--- src/rtl/rtc_time_writer_if.sv ---
// rtc_time_writer_if: commit request, BCD time inputs and RTC multiplexed-bus outputs
interface rtc_time_writer_if;
   logic       start;
   logic [7:0] hour_bcd;
   logic [7:0] min_bcd;
   logic [7:0] sec_bcd;
   logic       busy;
   logic       done;
   logic       err;
   logic       rtc_cs_n;
   logic       rtc_as;
   logic       rtc_wr_n;
   logic       rtc_rd_n;
   logic [7:0] rtc_ad_out;
   logic       rtc_ad_oe;
   modport master (output start, hour_bcd, min_bcd, sec_bcd,
                   input busy, done, err, rtc_cs_n, rtc_as, rtc_wr_n, rtc_rd_n, rtc_ad_out, rtc_ad_oe);
   modport slave (input start, hour_bcd, min_bcd, sec_bcd,
                  output busy, done, err, rtc_cs_n, rtc_as, rtc_wr_n, rtc_rd_n, rtc_ad_out, rtc_ad_oe);
endinterface

--- src/rtl/rtc_time_writer.sv ---
// rtc_time_writer: validates a BCD time snapshot and writes sec/min/hour to the RTC bus.
// Define RTC_XFER_CMD_EN to append a CMD_XFER write to ADDR_CMD after the hour write.
module rtc_time_writer #(
   parameter int         PHASE_CYC = 4,
   parameter logic [7:0] ADDR_SEC  = 8'h21,
   parameter logic [7:0] ADDR_MIN  = 8'h22,
   parameter logic [7:0] ADDR_HOUR = 8'h23,
   parameter logic [7:0] ADDR_CMD  = 8'hF0,
   parameter logic [7:0] CMD_XFER  = 8'hF2
) (
   input logic               clk,
   input logic               reset,
   rtc_time_writer_if.slave  bus
);
   typedef enum logic [2:0] {IDLE, ADDR, LATCH, DATA, HOLD, GAP} state_t;
`ifdef RTC_XFER_CMD_EN
   localparam logic [1:0] LAST = 2'd3;
`else
   localparam logic [1:0] LAST = 2'd2;
`endif
   state_t     state_q, state_d;
   logic [7:0] cnt_q, cnt_d;
   logic [1:0] idx_q, idx_d;
   logic       chk_q, chk_d;
   logic [7:0] hour_q, min_q, sec_q;
   logic       busy_q, busy_d, done_q, done_d, err_q, err_d;
   logic       cs_n_q, cs_n_d, as_q, as_d, wr_n_q, wr_n_d, oe_q, oe_d;
   logic [7:0] ad_q, ad_d;
   logic       ok, phase_end, take;
   logic [7:0] addr_sel, data_sel;
   assign ok = (sec_q[7:4] <= 4'd5) && (sec_q[3:0] <= 4'd9)
            && (min_q[7:4] <= 4'd5) && (min_q[3:0] <= 4'd9)
            && ((hour_q[7:4] == 4'd0) ? (hour_q[3:0] != 4'd0 && hour_q[3:0] <= 4'd9)
                                      : (hour_q[7:4] == 4'd1 && hour_q[3:0] <= 4'd2));
   assign phase_end = cnt_q == 8'(PHASE_CYC - 1);
   assign take = state_q == IDLE && !chk_q && bus.start;
   always_comb begin
      state_d = state_q;
      cnt_d   = cnt_q;
      idx_d   = idx_q;
      chk_d   = 1'b0;
      done_d  = 1'b0;
      err_d   = 1'b0;
      if (state_q == IDLE) begin
         chk_d = take;
         if (chk_q && ok) begin
            state_d = ADDR;
            cnt_d   = 8'd0;
            idx_d   = 2'd0;
         end
         err_d = chk_q && !ok;
      end else if (!phase_end) begin
         cnt_d = cnt_q + 8'd1;
      end else begin
         cnt_d = 8'd0;
         case (state_q)
            ADDR:    state_d = LATCH;
            LATCH:   state_d = DATA;
            DATA:    state_d = HOLD;
            HOLD:    state_d = GAP;
            default: begin
               state_d = (idx_q == LAST) ? IDLE : ADDR;
               done_d  = idx_q == LAST;
               idx_d   = (idx_q == LAST) ? idx_q : idx_q + 2'd1;
            end
         endcase
      end
   end
   // Bus outputs are decoded from the next state so the registers line up with the phase.
   always_comb begin
      addr_sel = (idx_d == 2'd0) ? ADDR_SEC : (idx_d == 2'd1) ? ADDR_MIN
               : (idx_d == 2'd2) ? ADDR_HOUR : ADDR_CMD;
      data_sel = (idx_d == 2'd0) ? sec_q : (idx_d == 2'd1) ? min_q
               : (idx_d == 2'd2) ? hour_q : CMD_XFER;
      busy_d = state_d != IDLE;
      oe_d   = state_d inside {ADDR, LATCH, DATA, HOLD};
      cs_n_d = !oe_d;
      as_d   = state_d == ADDR;
      wr_n_d = state_d != DATA;
      ad_d   = (state_d inside {ADDR, LATCH}) ? addr_sel
             : (state_d inside {DATA, HOLD}) ? data_sel : 8'h00;
   end
   always_ff @(posedge clk) begin
      if (reset) begin
         state_q <= IDLE;
         cnt_q   <= 8'd0;
         idx_q   <= 2'd0;
         chk_q   <= 1'b0;
         busy_q  <= 1'b0;
         done_q  <= 1'b0;
         err_q   <= 1'b0;
         cs_n_q  <= 1'b1;
         as_q    <= 1'b0;
         wr_n_q  <= 1'b1;
         oe_q    <= 1'b0;
         ad_q    <= 8'h00;
      end else begin
         state_q <= state_d;
         cnt_q   <= cnt_d;
         idx_q   <= idx_d;
         chk_q   <= chk_d;
         busy_q  <= busy_d;
         done_q  <= done_d;
         err_q   <= err_d;
         cs_n_q  <= cs_n_d;
         as_q    <= as_d;
         wr_n_q  <= wr_n_d;
         oe_q    <= oe_d;
         ad_q    <= ad_d;
      end
      if (!reset && take) begin
         hour_q <= bus.hour_bcd;
         min_q  <= bus.min_bcd;
         sec_q  <= bus.sec_bcd;
      end
   end
   assign bus.busy       = busy_q;
   assign bus.done       = done_q;
   assign bus.err        = err_q;
   assign bus.rtc_cs_n   = cs_n_q;
   assign bus.rtc_as     = as_q;
   assign bus.rtc_wr_n   = wr_n_q;
   assign bus.rtc_rd_n   = 1'b1;
   assign bus.rtc_ad_out = ad_q;
   assign bus.rtc_ad_oe  = oe_q;
endmodule

--- src/flat_wrapper.sv ---
// flat-port wrapper written by rule: the top's interface ports become plain ports
module rtc_time_writer_flat 
#(
   parameter int         PHASE_CYC = 4,
   parameter logic [7:0] ADDR_SEC  = 8'h21,
   parameter logic [7:0] ADDR_MIN  = 8'h22,
   parameter logic [7:0] ADDR_HOUR = 8'h23,
   parameter logic [7:0] ADDR_CMD  = 8'hF0,
   parameter logic [7:0] CMD_XFER  = 8'hF2
)
  (clk, reset, bus_start, bus_hour_bcd, bus_min_bcd, bus_sec_bcd, bus_busy, bus_done, bus_err, bus_rtc_cs_n, bus_rtc_as, bus_rtc_wr_n, bus_rtc_rd_n, bus_rtc_ad_out, bus_rtc_ad_oe);
  rtc_time_writer_if bus_i ();
  input logic clk;
  input logic reset;
  input wire logic [$bits(bus_i.start)-1:0] bus_start;
  input wire logic [$bits(bus_i.hour_bcd)-1:0] bus_hour_bcd;
  input wire logic [$bits(bus_i.min_bcd)-1:0] bus_min_bcd;
  input wire logic [$bits(bus_i.sec_bcd)-1:0] bus_sec_bcd;
  output wire logic [$bits(bus_i.busy)-1:0] bus_busy;
  output wire logic [$bits(bus_i.done)-1:0] bus_done;
  output wire logic [$bits(bus_i.err)-1:0] bus_err;
  output wire logic [$bits(bus_i.rtc_cs_n)-1:0] bus_rtc_cs_n;
  output wire logic [$bits(bus_i.rtc_as)-1:0] bus_rtc_as;
  output wire logic [$bits(bus_i.rtc_wr_n)-1:0] bus_rtc_wr_n;
  output wire logic [$bits(bus_i.rtc_rd_n)-1:0] bus_rtc_rd_n;
  output wire logic [$bits(bus_i.rtc_ad_out)-1:0] bus_rtc_ad_out;
  output wire logic [$bits(bus_i.rtc_ad_oe)-1:0] bus_rtc_ad_oe;
  assign bus_i.start = bus_start;
  assign bus_i.hour_bcd = bus_hour_bcd;
  assign bus_i.min_bcd = bus_min_bcd;
  assign bus_i.sec_bcd = bus_sec_bcd;
  assign bus_busy = bus_i.busy;
  assign bus_done = bus_i.done;
  assign bus_err = bus_i.err;
  assign bus_rtc_cs_n = bus_i.rtc_cs_n;
  assign bus_rtc_as = bus_i.rtc_as;
  assign bus_rtc_wr_n = bus_i.rtc_wr_n;
  assign bus_rtc_rd_n = bus_i.rtc_rd_n;
  assign bus_rtc_ad_out = bus_i.rtc_ad_out;
  assign bus_rtc_ad_oe = bus_i.rtc_ad_oe;
  rtc_time_writer #(.PHASE_CYC(PHASE_CYC), .ADDR_SEC(ADDR_SEC), .ADDR_MIN(ADDR_MIN), .ADDR_HOUR(ADDR_HOUR), .ADDR_CMD(ADDR_CMD), .CMD_XFER(CMD_XFER)) u_core (.clk(clk), .reset(reset), .bus(bus_i));
endmodule
--- config.mk ---
export PLATFORM = sky130hd
export DESIGN_NAME = rtc_time_writer_flat
export DESIGN_NICKNAME = d
export VERILOG_FILES = /design/src/rtl/rtc_time_writer_if.sv /design/src/rtl/rtc_time_writer.sv /design/src/flat_wrapper.sv
export SDC_FILE = /design/constraint.sdc
export NUM_CORES = 1
export LEC_CHECK = 0
export CAP_MARGIN = 5
export CORE_ASPECT_RATIO = 0.7
export CORE_MARGIN = 4
export CORE_UTILIZATION = 56
export DETAILED_ROUTE_END_ITERATION = 12
export PLACE_DENSITY_LB_ADDON = 0.2
export SYNTH_ARGS = -nofsm -noshare
export SYNTH_HDL_FRONTEND = slang
export SYNTH_SLANG_ARGS = --single-unit
--- constraint.sdc ---
create_clock -name clk -period 7.8 [get_ports clk]
set_clock_uncertainty 0.15 [all_clocks]
set_input_delay 0.78 -clock clk [delete_from_list [all_inputs] [get_ports clk]]
set_output_delay 0.78 -clock clk [all_outputs]
set_load 0.01 [all_outputs]
==> results of run 1 <==
## registers in the layout, summed over array words and instances (netlist names)
register,cells
u_core.bus.rtc_ad_oe,1
u_core.cnt_q,8
u_core.idx_q,2
u_core.bus.rtc_as,1
u_core.state_q,3
u_core.hour_q,8
u_core.min_q,8
u_core.bus.rtc_cs_n,1
u_core.bus.err,1
u_core.bus.rtc_ad_out,8
u_core.chk_q,1
u_core.bus.rtc_wr_n,1
u_core.sec_q,8
u_core.bus.busy,1
u_core.bus.done,1
## power breakdown
group	leakage (nW)	internal, W	switching [W]
registers	0.457	0.000297	0.00000419
logic	0.596	0.0000144	0.0000101
clock network	0.0643	0.000127	0.0000852
## layout make-up
type                    instances  area, µm²  share of cell area, %
inverters                      10       37.5                   1.25
well taps                      52       65.1                   2.17
repair buffers                 42        418                   13.9
clock inverters                 3       65.1                   2.17
flip-flops and latches         53       1300                   43.4
multi-input cells             168       1040                   34.8
clock buffers                   5       68.8                   2.29
## through the flow
stage	cells	hold WS [ns]	power, W	worst slack, ns
floorplan	241	0.310	0.000314	3.63
global placement	325	0.327	0.000331	4.50
detailed placement	325	0.340	0.000332	4.29
CTS	333	0.358	0.000543	4.14
global route	333	0.397	0.000561	3.85
finish	333	0.362	0.000538	4.04
## logic make-up after synthesis
group / Yosys count
simple gates: 91
compound gates: 64
flops: 53
buf+inv: 20
fa+ha+maj: 7
mux: 5
other cells: 1
## final timing paths
kind | to | slack (ns) | depth (start not counted)
max reg2reg | u_core.bus.rtc_ad_out[5] | 4.04 | 12
max | u_core.bus.rtc_ad_out[5] | 4.04 | 12
min reg2reg | u_core.cnt_q[0] | 0.36 | 2
min | u_core.cnt_q[0] | 0.36 | 2
## synth_stat cells, types with 2 or more instances
cell	n	area share, %
nor2_1	25	3.9
or3_1	2	0.51
o21a_1	4	1.2
and4_1	3	1.1
ha_1	7	3.6
mux2i_1	5	2.1
buf_4	2	0.62
dfxtp_1	29	24
a21oi_1	23	4.7
buf_2	2	0.41
a31oi_1	2	0.51
a32o_1	2	0.82
inv_1	10	1.5
clkbuf_1	5	0.77
and3_1	5	1.3
a211oi_1	2	0.62
nand2b_1	3	0.77
o21ai_0	14	2.9
edfxtp_1	24	30
nor3b_1	2	0.62
nand3_1	9	1.8
a311oi_1	2	0.72
nand2_1	23	3.5
nor3_1	8	1.6
nor4b_1	2	0.72
o311a_1	3	1.2
## layer usage
layer | vias up | track usage [%]
li1 | 958 | -
met3 | 5 | 5.34
met4 | 0 | 8.37
met2 | 98 | 28.1
met1 | 917 | 29.8
met5 | - | 0
## critical path, cell delays in order, from the launching register on
cell and delay (ns):
dfxtp_1 0.38, ha_1 0.22, nor4b_4 0.37, and2_4 0.32, nand3_4 0.09, mux2i_1 0.14, a31oi_1 0.42, ha_1 0.58
mux2i_1 0.14, o21ai_0 0.27, a21oi_1 0.12, o32a_1 0.32, o22ai_1 0.15
## layout by cell type (no fill, tap or decap), drive strengths merged, types with 4 or more instances in the layout
master and count:
clkbuf 5, mux2i 5, clkdlybuf4s50 41, nand2 23, ha 7, o21a 4
inv 10, nand3 10, nor3 9, a21oi 23, dfxtp 29, and3 5
nor2 25, edfxtp 24, o21ai 15
==> flow_summary_export.csv, run 1 <==
group,metric,value,unit
final_layout,antennaDiodeCount,0,
final_layout,nets,314,
sta,clock.fmax,0.266,GHz
critical_path,critPathCaptureType,"register",
logic_synthesis,synth_seq_area_share,53.4,%
cts,tritoncts,"built",
routing,drc,0,
sta,worst_pin_slew,0.853,ns
logic_synthesis,synth.ff_latch_count,53,
critical_path,path_max_fanout,14,
floorplanning,pin_count,43,
routing,totalWireLength,5.46,mm
critical_path,criticalPathCategory,"reg2reg",
sta,period_share,48.2,%
cts,ctsRootBufferMaster,"clkbuf_8",
routing,first_pass_iters,5,
floorplanning,core,4070,µm²
power,powerDensity,179,nW/µm²
logic_synthesis,ys_types,49,
routing,wl_met2,2.38,mm
sta,finalSetupViolCount,0,
floorplanning,die_w,86.8,µm
sta,setup_tns,0,ns
global_routing,grt_max_degree,25,
global_routing,grt_pass1_wl,8.52,mm
sta,rsz0062_at_grt,"false",
floorplanning,die_h,63.2,µm
cts,hold_buffers,0,
sta,slew_headroom,43.0,%
critical_path,startpoint,"u_core.cnt_q[0]",
global_routing,grt_pass1_vias,1791,
final_layout,final_layout_size_suffix_gt1_share,6.41,%
cts,h-tree-depth,2,
floorplanning,initial_core_util,59.9,%
global_routing,antenna_found_initial,0,
logic_synthesis,synthCells,241,
logic_synthesis,ys.flop_type,"dfxtp_1",
routing,route.met3.wl,512,µm
cts,clk_path_buf_depth,2,
logic_synthesis,syn-num-nets,275,
routing,ant_nets,0,
critical_path,cp.arrival,3.82,ns
logic_synthesis,synth_xor_xnor_area_share,0,%
sta,final_max_slew_viol_count,0,
min_path,min_from,"u_core.cnt_q[0]",
power,p_leak,1.12,nW
logic_synthesis,syn_area,2440,µm²
logic_synthesis,synth_compound_area_share,17.1,%
final_layout,fin_util,73.8,%
critical_path,crit_path_start_kind,"register",
logic_synthesis,synth_edf_count,24,
cts,insertion_delay,0.31,ns
placed_design,placed_cell_area,2870,µm²
global_routing,grt.overflow.total,0,
sta,period_needed,3.76,ns
logic_synthesis,async_reset_ff_share,0,%
routing,drt_iter0_drc,235,
placed_design,io_buffer_count,41,
logic_synthesis,avgSynthCellArea,10.1,µm²
cts,numCtsBuffers,5,
critical_path,worstReg2RegStart,"u_core.cnt_q[0]",
routing,wire_per_inst,16.4,µm
cts,cts.sinks,53,
floorplanning,row_count,19,
routing,routedLengthMet1,2.50,mm
critical_path,worstPathRequired,7.86,ns
floorplanning,design.die.area,5490,µm²
final_layout,design_area,3000,µm²
routing,top_layer,"met4",
final_layout,areaGrowthSynthToFinish,23.2,%
cts,path_clk_slew,0.09,ns
sta,finalHoldViolations,0,
cts,cts_resized,0,
logic_synthesis,synth_simple_gate_area_share,19.7,%
cts,cts_setup_buffers,0,
logic_synthesis,synth_mux_area_share,2.05,%
logic_synthesis,synth_fa_ha_area_share,3.60,%
logic_synthesis,yosysWarnings,0,
routing,vias,1978,
min_path,min_path_type,"reg2reg",
run_status,status,"complete, no violations",
final_layout,final.fill_count,303,
placed_design,routabilityCongestion,0.873,
job,max_cap_viol_count,0,
routing,drt-vias-per-instance,5.94,
placed_design,dp_hpwl,3.94,mm
global_routing,grt_usage,20.3,%
power,ir_worst_vdd,0.177,mV
logic_synthesis,synth_top_family_by_area,"simple AND/OR/NAND/NOR gates",
Note: power is estimated with default switching activity, not from simulation.
==> run 2: changes to the inputs <==
--- a/config.mk
+++ b/config.mk
@@ -8,7 +8,7 @@
 export CAP_MARGIN = 5
 export CORE_ASPECT_RATIO = 0.7
 export CORE_MARGIN = 4
-export CORE_UTILIZATION = 56
+export CORE_UTILIZATION = 47
 export DETAILED_ROUTE_END_ITERATION = 12
 export PLACE_DENSITY_LB_ADDON = 0.2
 export SYNTH_ARGS = -nofsm -noshare
==> constraint.sdc (replaced) <==
create_clock -name clk -period 3.15 [get_ports clk]
set_clock_uncertainty 0.15 [all_clocks]
set_input_delay 0.315 -clock clk [delete_from_list [all_inputs] [get_ports clk]]
set_output_delay 0.315 -clock clk [all_outputs]
set_load 0.01 [all_outputs]
==> flow_summary_export.csv, run 2 (synthesized netlist as in run 1, its figures left out) <==
group,metric,value,unit
run_status,status,"complete, no violations",
routing,wl_met2,2.32,mm
global_routing,grt_max_degree,25,
global_routing,grt_pass1_wl,8.95,mm
sta,slew_headroom,61.1,%
floorplanning,die_w,94.1,µm
floorplanning,die_h,68.2,µm
power,internal-power,0.00109,W
critical_path,endpoint,"u_core.bus.rtc_ad_out[5]",
power,powerDensity,426,nW/µm²
critical_path,crit_buf_inv,2,
global_routing,grt_usage,18.2,%
power,switching_share,18.5,%
routing,drt_iter0_drc,145,
critical_path,cp_slowest_cell,"dfxtp_1",
sta,period_share,92.3,%
power,p_sw,0.000247,W
final_layout,final_common_cell,"clkdlybuf4s50_1",
power,p_seq_share,55.8,%
placed_design,io_buffer_count,41,
critical_path,crit_chain,"ha_2 > nor4b_4 > buf_4 > nand3_1 > nor3_2 > a21oi_2 > o21ai_0 > inv_1 > ha_1 > nand2b_1 > mux2i_1 > o21ai_1 > a21oi_1 > o32a_1 > o22ai_1",
final_layout,final_layout_size_suffix_gt1_share,11.6,%
global_routing,grt.overflow.total,0,
cts,path_clk_slew,0.09,ns
critical_path,cp.arrival,2.99,ns
final_layout,mostFrequentLayoutCells,"clkdlybuf4s50_1 (41), dfxtp_1 (28), nor2_1 (25)",
min_path,min_from,"u_core.cnt_q[0]",
cts,h-tree-depth,2,
critical_path,r2r-end,"u_core.bus.rtc_ad_out[5]",
placed_design,routabilityCongestion,0.883,
floorplanning,design.die.area,6420,µm²
final_layout,nets,326,
critical_path,crit_family,"compound AO/OA/AOI/OAI gates",
routing,first_pass_iters,4,
critical_path,crit_path_start_kind,"register",
final_layout,areaGrowthSynthToFinish,28.6,%
sta,clock.fmax,0.344,GHz
routing,drt-vias-per-instance,5.44,
critical_path,critPathCaptureType,"register",
power,p_leak,1.18,nW
critical_path,reg2reg_slack,0.24,ns
routing,route.met3.wl,468,µm
final_layout,final.fill_count,401,
critical_path,startpoint,"u_core.cnt_q[1]",
job,max_cap_viol_count,0,
routing,wire_per_inst,15.5,µm
floorplanning,row_count,21,
sta,finalSetupViolCount,0,
final_layout,antennaDiodeCount,0,
cts,tritoncts,"built",
power,ir_worst_vdd,0.181,mV
cts,ctsRootBufferMaster,"clkbuf_8",
critical_path,path_max_fanout,4,
routing,ant_nets,0,
routing,top_layer,"met4",
sta,fin_ws,0.243,ns
cts,numCtsBuffers,5,
floorplanning,core,4890,µm²
power,clkPwrFrac,39.4,%
routing,vias,1971,
floorplanning,pin_count,43,
critical_path,worstReg2RegStart,"u_core.cnt_q[1]",
placed_design,placed_cell_area,2960,µm²
critical_path,worstPathRequired,3.23,ns
sta,worst_pin_slew,0.582,ns
routing,totalWireLength,5.62,mm
min_path,min_path_type,"reg2reg",
placed_design,dp_hpwl,4.03,mm
routing,drc,0,
routing,routedLengthMet1,2.79,mm
final_layout,design_area,3130,µm²
global_routing,antenna_found_initial,0,
critical_path,worst-path-stages,15,
global_routing,grt_pass1_vias,1888,
power,comb_power_share,4.7,%
cts,hold_buffers,0,
cts,clk_path_buf_depth,2,
sta,finalHoldViolations,0,
critical_path,max_stage_delay,0.37,ns
cts,cts.sinks,53,
placed_design,dpl_worst_slack,0.191,ns
critical_path,criticalPathCategory,"reg2reg",
sta,period_needed,2.91,ns
cts,insertion_delay,0.30,ns
sta,final_max_slew_viol_count,0,
critical_path,ff2ff_path_depth,15,
floorplanning,initial_core_util,49.8,%
==> run 2: final cells by class <==
type / count / area, µm² / share of cell area [%]
Multi-Input combinational cell: 168 / 1060 / 34.0
Clock inverter: 3 / 65.1 / 2.08
Tap cell: 69 / 86.3 / 2.76
Inverter: 10 / 37.5 / 1.20
Clock buffer: 5 / 68.8 / 2.20
Timing Repair Buffer: 54 / 508 / 16.2
Sequential cell: 53 / 1300 / 41.6
==> run 2: per-stage QoR <==
step | total power, W | instances | hold slack [ns] | util [%] | TNS (ns)
after floorplan | 0.000778 | 241 | 0.264 | - | 0
after global placement | 0.000823 | 350 | 0.347 | 60.5 | 0
after detailed placement | 0.000823 | 350 | 0.330 | 60.5 | 0
after CTS | 0.00135 | 358 | 0.342 | 63.2 | 0
after global routing | 0.00138 | 362 | 0.377 | 64.1 | -0.0591
final | 0.00133 | 362 | 0.349 | 64.1 | 0
==> run 2: worst min-delay path by stage <==
stage | endpoint | slack, ns | cells after the start
after floorplan | u_core.hour_q[0] | 0.26 | 0
after global placement | u_core.cnt_q[0] | 0.35 | 2
after detailed placement | u_core.cnt_q[1] | 0.33 | 2
after CTS | u_core.cnt_q[1] | 0.34 | 2
after global routing | u_core.cnt_q[0] | 0.38 | 2
final | u_core.cnt_q[0] | 0.35 | 2
==> run 2: worst min-delay path: stages, from the launching register on <==
cell	delay (ns)
dfxtp_2	0.34
nand3_1	0.07
a21oi_1	0.05
==> run 2: what timing repair did <==
item | CTS | global route
buffers inserted | 0 | 4
setup endpoints to repair | 0 | 4
resized for setup | 0 | 6
==> run 2: power groups by stage <==
stage | sequential [W] | combinational, W | clock (W)
floorplan | 0.000757 | 0.0000203 | 0
global placement | 0.000760 | 0.0000624 | 0
detailed placement | 0.000760 | 0.0000630 | 0
CTS | 0.000745 | 0.0000633 | 0.000537
global route | 0.000747 | 0.0000686 | 0.000569
finish | 0.000745 | 0.0000632 | 0.000526
==> run 2: layer usage <==
layer | vias up | global-route usage, %
met1 | 913 | 26.6
met3 | 4 | 4.84
met4 | 0 | 3.96
met2 | 72 | 26.9
li1 | 982 | -
met5 | - | 0
==> run 3: changes to the inputs <==
--- a/config.mk
+++ b/config.mk
@@ -7,10 +7,12 @@
 export LEC_CHECK = 0
 export CAP_MARGIN = 5
 export CORE_ASPECT_RATIO = 0.7
-export CORE_MARGIN = 4
+export CORE_MARGIN = 5
 export CORE_UTILIZATION = 47
+export CTS_CLUSTER_DIAMETER = 200
 export DETAILED_ROUTE_END_ITERATION = 12
 export PLACE_DENSITY_LB_ADDON = 0.2
+export SKIP_CTS_REPAIR_TIMING = 1
 export SYNTH_ARGS = -nofsm -noshare
 export SYNTH_HDL_FRONTEND = slang
 export SYNTH_SLANG_ARGS = --single-unit
==> flow_summary_export.csv, run 3 (synthesized netlist as in run 1, its figures left out) <==
group,metric,value,unit
floorplanning,pin_count,43,
sta,holdWs,0.350,ns
job,max_cap_viol_count,0,
final_layout,areaGrowthSynthToFinish,28.2,%
critical_path,cp_slowest_cell,"dfxtp_2",
sta,finalHoldViolations,0,
global_routing,grt_max_degree,25,
power,powerDensity,426,nW/µm²
critical_path,crit_chain,"ha_2 > nor4b_4 > and2_4 > nand3_4 > mux2i_1 > a31oi_1 > inv_1 > ha_1 > nand2b_1 > mux2i_1 > o21ai_1 > a21oi_1 > o32a_1 > o22ai_1",
final_layout,final_common_cell,"clkdlybuf4s50_1",
critical_path,max_stage_delay,0.36,ns
global_routing,grt.overflow.total,0,
routing,vias,1973,
critical_path,cp.arrival,3.01,ns
cts,clk_path_buf_depth,2,
floorplanning,die_h,70.2,µm
sta,setup_tns,0,ns
routing,route.met3.wl,413,µm
cts,tritoncts,"built",
routing,drc,0,
sta,clock.fmax,0.341,GHz
floorplanning,design.die.area,6750,µm²
cts,path_clk_slew,0.09,ns
final_layout,mostFrequentLayoutCells,"clkdlybuf4s50_1 (41), dfxtp_1 (28), nor2_1 (25)",
cts,insertion_delay,0.30,ns
global_routing,grt_usage,16.7,%
critical_path,criticalPathCategory,"reg2reg",
min_path,whs_endpoint,"u_core.cnt_q[1]",
final_layout,nets,326,
placed_design,dp_hpwl,4.01,mm
sta,period_needed,2.93,ns
floorplanning,row_count,21,
critical_path,worstReg2RegStart,"u_core.cnt_q[0]",
min_path,min_path_type,"reg2reg",
cts,ctsRootBufferMaster,"clkbuf_8",
routing,totalWireLength,5.44,mm
sta,period_share,93.0,%
global_routing,grt_pass1_wl,8.89,mm
min_path,min_from,"u_core.cnt_q[1]",
placed_design,routabilityCongestion,0.864,
critical_path,ff2ff_path_depth,14,
sta,finalSetupViolCount,0,
routing,drt_iter0_drc,155,
power,ir_worst_vdd,0.240,mV
routing,drt-vias-per-instance,5.45,
critical_path,crit_path_start_kind,"register",
critical_path,crit_family,"compound AO/OA/AOI/OAI gates",
critical_path,critPathCaptureType,"register",
floorplanning,core,4890,µm²
cts,cts.sinks,53,
critical_path,reg2reg_slack,0.22,ns
min_path,worstHoldPathCells,2,
power,p_leak,1.18,nW
run_status,status,"complete, no violations",
global_routing,antenna_found_initial,0,
global_routing,grt_pass1_vias,1832,
floorplanning,initial_core_util,49.8,%
routing,wire_per_inst,15.0,µm
sta,rsz0062_at_grt,"false",
sta,final_max_slew_viol_count,0,
final_layout,final_layout_size_suffix_gt1_share,10.9,%
routing,wl_met2,2.24,mm
critical_path,worstPathRequired,3.23,ns
routing,first_pass_iters,4,
critical_path,crit_buf_inv,1,
cts,numCtsBuffers,5,
cts,h-tree-depth,2,
critical_path,r2r-end,"u_core.bus.rtc_ad_out[5]",
placed_design,io_buffer_count,41,
routing,top_layer,"met3",
routing,routedLengthMet1,2.79,mm
routing,ant_nets,0,
floorplanning,die_w,96.1,µm
final_layout,antennaDiodeCount,0,
critical_path,cpMostUsedCell,"mux2i_1",
critical_path,path_max_fanout,5,
[run 3: cell count changes in the layout (fill, tap and decap cells not counted)]
cell        delta
a21oi_1        +1
a21oi_2        -1
clkinv_2       +1
clkinvlp_2     -1
nor3_1         +1
nor3_2         -1
o21ai_0        +1
o21ai_1        -1
[run 3: routing by layer]
| layer | GRT usage (%) | vias up |
|---|---|---|
| li1 | - | 987 |
| met1 | 27.6 | 910 |
| met2 | 21.7 | 76 |
| met3 | 3.86 | 0 |
| met4 | 3.31 | 0 |
| met5 | 0 | - |
[run 3: cell type report]
type / instances / area, µm²
Multi-Input combinational cell: 168 / 1060
Inverter: 10 / 37.5
Timing Repair Buffer: 54 / 508
Tap cell: 69 / 86.3
Sequential cell: 53 / 1300
Fill cell: 414 / 1760
Clock buffer: 5 / 68.8
Clock inverter: 3 / 65.1
[run 3: per-stage QoR]
step,area (µm²),setup slack [ns],std cells,power (W),util [%]
after global placement,2960,0.221,350,0.000822,60.5
final,3120,0.220,362,0.00133,63.9
after CTS,3090,0.0166,358,0.00135,63.2
after global routing,3120,0.000800,362,0.00138,63.9
after floorplan,2440,0.129,241,0.000778,-
after detailed placement,2960,0.128,350,0.000823,60.5
[run 3: worst max path at each step]
stage | startpoint | endpoint | slack, ns | cells past startpoint
4_1_cts | u_core.cnt_q[0] | u_core.bus.rtc_ad_out[5] | 0.02 | 14
5_1_grt | u_core.cnt_q[1] | u_core.bus.rtc_ad_out[5] | 0.0008 | 14
2_1_floorplan | u_core.cnt_q[0] | u_core.bus.rtc_ad_out[5] | 0.13 | 15
3_3_place_gp | u_core.cnt_q[0] | u_core.bus.rtc_ad_out[5] | 0.22 | 14
3_5_place_dp | u_core.cnt_q[0] | u_core.bus.rtc_ad_out[5] | 0.13 | 14
6_report | u_core.cnt_q[0] | u_core.bus.rtc_ad_out[5] | 0.22 | 14
[run 3: power breakdown]
| group | leakage, nW | internal [W] | total [W] | switching, W |
|---|---|---|---|---|
| clock network | 0.0681 | 0.000315 | 0.000523 | 0.000208 |
| registers | 0.458 | 0.000735 | 0.000745 | 0.0000103 |
| logic | 0.657 | 0.0000373 | 0.0000624 | 0.0000252 |
[run 3: worst reg2reg max path, stage by stage (launching register included)]
cell      delay (ns)
dfxtp_2         0.36
ha_2            0.21
nor4b_4         0.23
and2_4          0.23
nand3_4         0.08
mux2i_1         0.14
a31oi_1         0.21
inv_1           0.14
ha_1            0.24
nand2b_1        0.08
mux2i_1         0.07
o21ai_1         0.21
a21oi_1         0.10
o32a_1          0.29
o22ai_1         0.13
